File: config.mk
export PLATFORM = sky130hd
export DESIGN_NAME = rf_write_buffer
export DESIGN_NICKNAME = d
export VERILOG_FILES = /design/src/rtl/rf_write_buffer.sv
export SDC_FILE = /design/constraint.sdc
export NUM_CORES = 1
export LEC_CHECK = 0
export ABC_CLOCK_PERIOD_IN_PS = 3000
export BUFFER_PORTS_ARGS = -buffer_cell sky130_fd_sc_hd__buf_2
export CORE_MARGIN = 8
export CORE_UTILIZATION = 35
export DETAILED_ROUTE_END_ITERATION = 7
export MAX_ROUTING_LAYER = met4
export PLACE_DENSITY = 0.67
export SETUP_SLACK_MARGIN = 0.4
export SLEW_MARGIN = 5
export SYNTH_ARGS = -nofsm -noshare
export SYNTH_HDL_FRONTEND = slang
export SYNTH_SLANG_ARGS = --single-unit
File: constraint.sdc
create_clock -name clk -period 3 [get_ports clk]
set_clock_uncertainty 0.15 [all_clocks]
set_input_delay 0.6 -clock clk [delete_from_list [all_inputs] [get_ports clk]]
set_output_delay 0.6 -clock clk [all_outputs]
set_load 0.02 [all_outputs]
File: src/rtl/rf_write_buffer.sv
// In-order write buffer in front of the register file write port, drained one entry per cycle.
// Define RF_WBUF_FWD_EN to forward still-pending data to the two read ports.
module rf_write_buffer #(
    parameter int DEPTH  = 4,
    parameter int DATA_W = 32,
    parameter int ADDR_W = 4
) (
    input  logic                       clk,
    input  logic                       rst_n,
    input  logic                       in_valid,
    output logic                       in_ready,
    input  logic [ADDR_W-1:0]          in_addr,
    input  logic [DATA_W-1:0]          in_data,
    input  logic                       wr_stall,
    output logic                       wr_en,
    output logic [ADDR_W-1:0]          write_addr,
    output logic [DATA_W-1:0]          write_data,
    input  logic [ADDR_W-1:0]          rd_addr1,
    input  logic [ADDR_W-1:0]          rd_addr2,
    output logic                       fwd_hit1,
    output logic [DATA_W-1:0]          fwd_data1,
    output logic                       fwd_hit2,
    output logic [DATA_W-1:0]          fwd_data2,
    output logic [$clog2(DEPTH+1)-1:0] count
);

    localparam int PW = $clog2(DEPTH);
    localparam int CW = $clog2(DEPTH+1);

    logic [PW-1:0]     rd_ptr_reg, rd_ptr_next;
    logic [PW-1:0]     wr_ptr_reg, wr_ptr_next;
    logic [CW-1:0]     count_reg, count_next;
    logic [DEPTH-1:0]  valid_reg, valid_next;
    logic [ADDR_W-1:0] addr_mem [DEPTH];
    logic [DATA_W-1:0] data_mem [DEPTH];
    logic              pop, push;

    // The head only changes on posedge, so it is settled for the register file's negedge capture.
    assign pop        = (count_reg != '0) & ~wr_stall;
    assign in_ready   = (count_reg < CW'(DEPTH)) | pop;
    assign push       = in_valid & in_ready;
    assign wr_en      = pop;
    assign write_addr = addr_mem[rd_ptr_reg];
    assign write_data = data_mem[rd_ptr_reg];
    assign count      = count_reg;

    always_comb begin
        rd_ptr_next = pop  ? rd_ptr_reg + PW'(1) : rd_ptr_reg;
        wr_ptr_next = push ? wr_ptr_reg + PW'(1) : wr_ptr_reg;
        count_next  = count_reg;
        if (push && !pop)
            count_next = count_reg + CW'(1);
        else if (pop && !push)
            count_next = count_reg - CW'(1);
        // Clear before set: when full, pop and push hit the same slot and it must stay valid.
        valid_next = valid_reg;
        if (pop)
            valid_next[rd_ptr_reg] = 1'b0;
        if (push)
            valid_next[wr_ptr_reg] = 1'b1;
    end

    always_ff @(posedge clk or negedge rst_n) begin
        if (!rst_n) begin
            rd_ptr_reg <= '0;
            wr_ptr_reg <= '0;
            count_reg  <= '0;
            valid_reg  <= '0;
        end else begin
            rd_ptr_reg <= rd_ptr_next;
            wr_ptr_reg <= wr_ptr_next;
            count_reg  <= count_next;
            valid_reg  <= valid_next;
        end
    end

    // Payload storage is not reset; the valid bits qualify every use of it.
    always_ff @(posedge clk) begin
        if (push) begin
            addr_mem[wr_ptr_reg] <= in_addr;
            data_mem[wr_ptr_reg] <= in_data;
        end
    end

`ifdef RF_WBUF_FWD_EN
    logic [PW-1:0]    age_idx [DEPTH];
    logic [DEPTH-1:0] match1, match2;

    // Slot gi is the gi-th oldest entry; a higher gi is younger.
    genvar gi;
    for (gi = 0; gi < DEPTH; gi++) begin : g_match
        assign age_idx[gi] = rd_ptr_reg + PW'(gi);
        assign match1[gi]  = valid_reg[age_idx[gi]] && (addr_mem[age_idx[gi]] == rd_addr1);
        assign match2[gi]  = valid_reg[age_idx[gi]] && (addr_mem[age_idx[gi]] == rd_addr2);
    end

    assign fwd_hit1 = |match1;
    assign fwd_hit2 = |match2;

    always_comb begin
        fwd_data1 = '0;
        fwd_data2 = '0;
        for (int i = 0; i < DEPTH; i++) begin
            if (match1[i])
                fwd_data1 = data_mem[age_idx[i]];
            if (match2[i])
                fwd_data2 = data_mem[age_idx[i]];
        end
    end
`else
    logic unused_rd_addr;
    assign unused_rd_addr = ^{rd_addr1, rd_addr2};
    assign fwd_hit1  = 1'b0;
    assign fwd_hit2  = 1'b0;
    assign fwd_data1 = '0;
    assign fwd_data2 = '0;
`endif

`ifndef SYNTHESIS
    count_matches_valid: assert property (@(posedge clk) disable iff (!rst_n)
        count_reg == CW'($countones(valid_reg)));
`endif

endmodule

==> results.toml <==
[outcome]
status = "complete, no violations"

[power]
pwr_density_cell_nw_per_um2 = 994.9
switchingPower_uw = 2386
switching_share = 0.3324
p_leak_uw = 0.002627
p_seq_frac = 0.398
combPwrFrac = 0.327
total_power_uw = 7177
clockPowerShare = 0.275
internal-power_uw = 4791
irDropWorstVdd_uv = 534.8

[cells_and_area]
final_nets = 447
area_growth_pct = 17.82
drive_gt1_frac = 0.4113
largest_reg_flops = 128
diodes = 0

[floorplanning]
core_area_sq_um = 17180
fp.dieW_microns = 148.3
io_pins = 155
die-area_sq_um = 21980
fp.dieH_microns = 148.3
initial_utilization = 0.3565
num_rows = 48

[timing]
drv_slew = 0
setup_slack_ps = 468.2
hold_ws_ps = 243.0
rsz0062_at_grt = "true"
setup_violations = 0
finalCriticalPeriod_ps = 2532
fmax_ghz = 0.3950
setup_tns_ps = 0
hold_viol = 0
fin_crit_sh = 0.8439

[logic_synthesis]
ys_async_sr_fraction = 0.04636
ys_top_cells_by_count = "144 x edfxtp_1, 67 x buf_4, 36 x mux4_2"
synthFlopType = "edfxtp_1"
post-synth-top-count-cell = "edfxtp_1"
synth_cells = 291
synthTopCellsByArea = "edfxtp_1 71%, mux4_2 13%, buf_4 8.2%, dfrtp_1 2.9%, ha_1 1.0%"
ys_seq_area_frac = 0.7348
ys_types = 21
syn_area_sq_um = 6123
synth_top_area_frac = 0.7062
yosysWarnings = 0
yosysTopAreaCell = "edfxtp_1"
avgSynthCellArea_sq_um = 21.04
synth_edf_count = 144
synth-seq-cells = 151

[clock_tree]
cts-root-buf = "clkbuf_16"
worstSkewPairLatency_ps = 410
htree_levels = 4
cts_tree = "yes"
path_clk_slew_ps = 60
cts_buffers = 17
cts.path.max_buffers = 2
cts_sinks = 151

[routing]
wirelength_microns = 11340
dr.first_iter.drc_count = 119
vias_per_cell = 4.277
vias = 2699
drtPass1Iterations = 4
wl_per_cell_microns = 17.97
drc_errors = 0
ant_nets = 0

[worst_setup_path]
critPathMaxFanout = 20
reg2reg_setup_slack_ps = 640
start_kind = "flip-flop"
r2r-start = "count[0]"
cp_data_arrival_time_ps = 1780
rr_endpoint = "count[2]"
crit_required_ps = 2250
rr_worst_depth = 9
endpoint_kind = "output port"
crit_type = "flip-flop to output port"

[global_route]
grt_pass1_wl_microns = 17120
grt_use_met2 = 0.1897
use_met3 = 0.03282
busiest_layer = "met2"
grt_use_met1 = 0.1125
grt_overflow = 0
grt.total_usage = 0.1093
grt_pass1_vias = 2956
grt_antenna_before_repair = 0
grt_max_degree = 37

[hold_path]
holdPathEnd = "data_mem[1][16]"
holdPathStages = 1
worst_hold_path_type = "input pin to flip-flop"
hold_path_startpoint = "in_data[16]"

[place]
dpl.hpwl_microns = 7232
place.gp.congestion = 0.6632
place_ws_ps = 564.3
port_buffers = 80

[run]
cap_violations = 0
-- power by group through the flow --
stage / Combinational, uW / Clock [uW] / Sequential (uW)
after floorplan: 1680 / 0 / 2880
after global placement: 2240 / 0 / 2910
after detailed placement: 2270 / 0 / 2940
after CTS: 2320 / 2040 / 2910
after global routing: 2520 / 2120 / 2890
final: 2350 / 1970 / 2860
-- routing by layer --
| layer | up-vias | part of all wire | routed length [microns] |
|---|---|---|---|
| met3 | 14 | 0.055 | 620 |
| li1 | 1215 | - | - |
| met5 | - | 0 | 0 |
| met2 | 77 | 0.56 | 6314 |
| met4 | 0 | 0.015 | 172 |
| met1 | 1393 | 0.37 | 4232 |
-- layout by cell type (no fill, tap or decap), types with 2 or more instances in the layout --
| cell | count |
|---|---|
| inv_8 | 4 |
| conb_1 | 66 |
| edfxtp_1 | 144 |
| xnor2_1 | 2 |
| inv_1 | 4 |
| buf_4 | 5 |
| inv_6 | 4 |
| dfrtp_1 | 5 |
| xor2_1 | 4 |
| nor2_1 | 2 |
| clkbuf_16 | 17 |
| clkinvlp_4 | 3 |
| and2_2 | 4 |
| mux4_2 | 36 |
| ha_1 | 5 |
| nand2_1 | 2 |
| buf_2 | 80 |
| buf_12 | 6 |
-- worst max-delay path by stage --
stage	end	cells past startpoint	startpoint
3_3_place_gp	count[2]	8	wr_stall
6_report	write_data[27]	3	rd_ptr_reg[0]
3_5_place_dp	count[2]	8	wr_stall
2_1_floorplan	addr_mem[0][0]	2	in_valid
4_1_cts	write_data[24]	3	rd_ptr_reg[1]
5_1_grt	write_data[27]	3	rd_ptr_reg[0]
-- layout make-up --
cell class,count,area [sq um]
Clock buffer,17,425.4
Clock inverter,15,136.4
Fill cell,1546,9962
Inverter,4,15.01
Multi-Input combinational cell,127,1284
Sequential cell,151,4504
Tap cell,225,281.5
Timing Repair Buffer,92,568.0
-- stage by stage --
step	cell area [sq um]	utilization	cells
after detailed placement	6588	0.3835	596
after floorplan	6367	-	356
after global placement	6588	0.3835	596
after global routing	7214	0.4200	631
after CTS	7187	0.4184	629
final	7214	0.4200	631
-- worst max-delay path, cell delays in order, from the launching register on --
cell and delay, ps:
dfrtp_2 410, buf_12 210, mux4_2 550, buf_2 180
-- what timing repair did --
item                       4_1_cts  5_1_grt
hold buffers                     1        0
resized for setup                7        0
setup endpoints to repair       36        4
pin swaps                        0        0
hold endpoints to repair         7        0
setup buffers                    0        2
-- cell families after synthesis --
logic type,count (synthesis),synth area share
XOR/XNOR,6,0.008582
flip-flops,151,0.7348
other,1,0.0006124
multiplexers,37,0.1342
buffers and inverters,78,0.09624
AO/OA/AOI/OAI,2,0.002655
adder cells (fa/ha/maj),6,0.01349
AND/OR/NAND/NOR,10,0.009398
(Power assumes the default switching activity.)
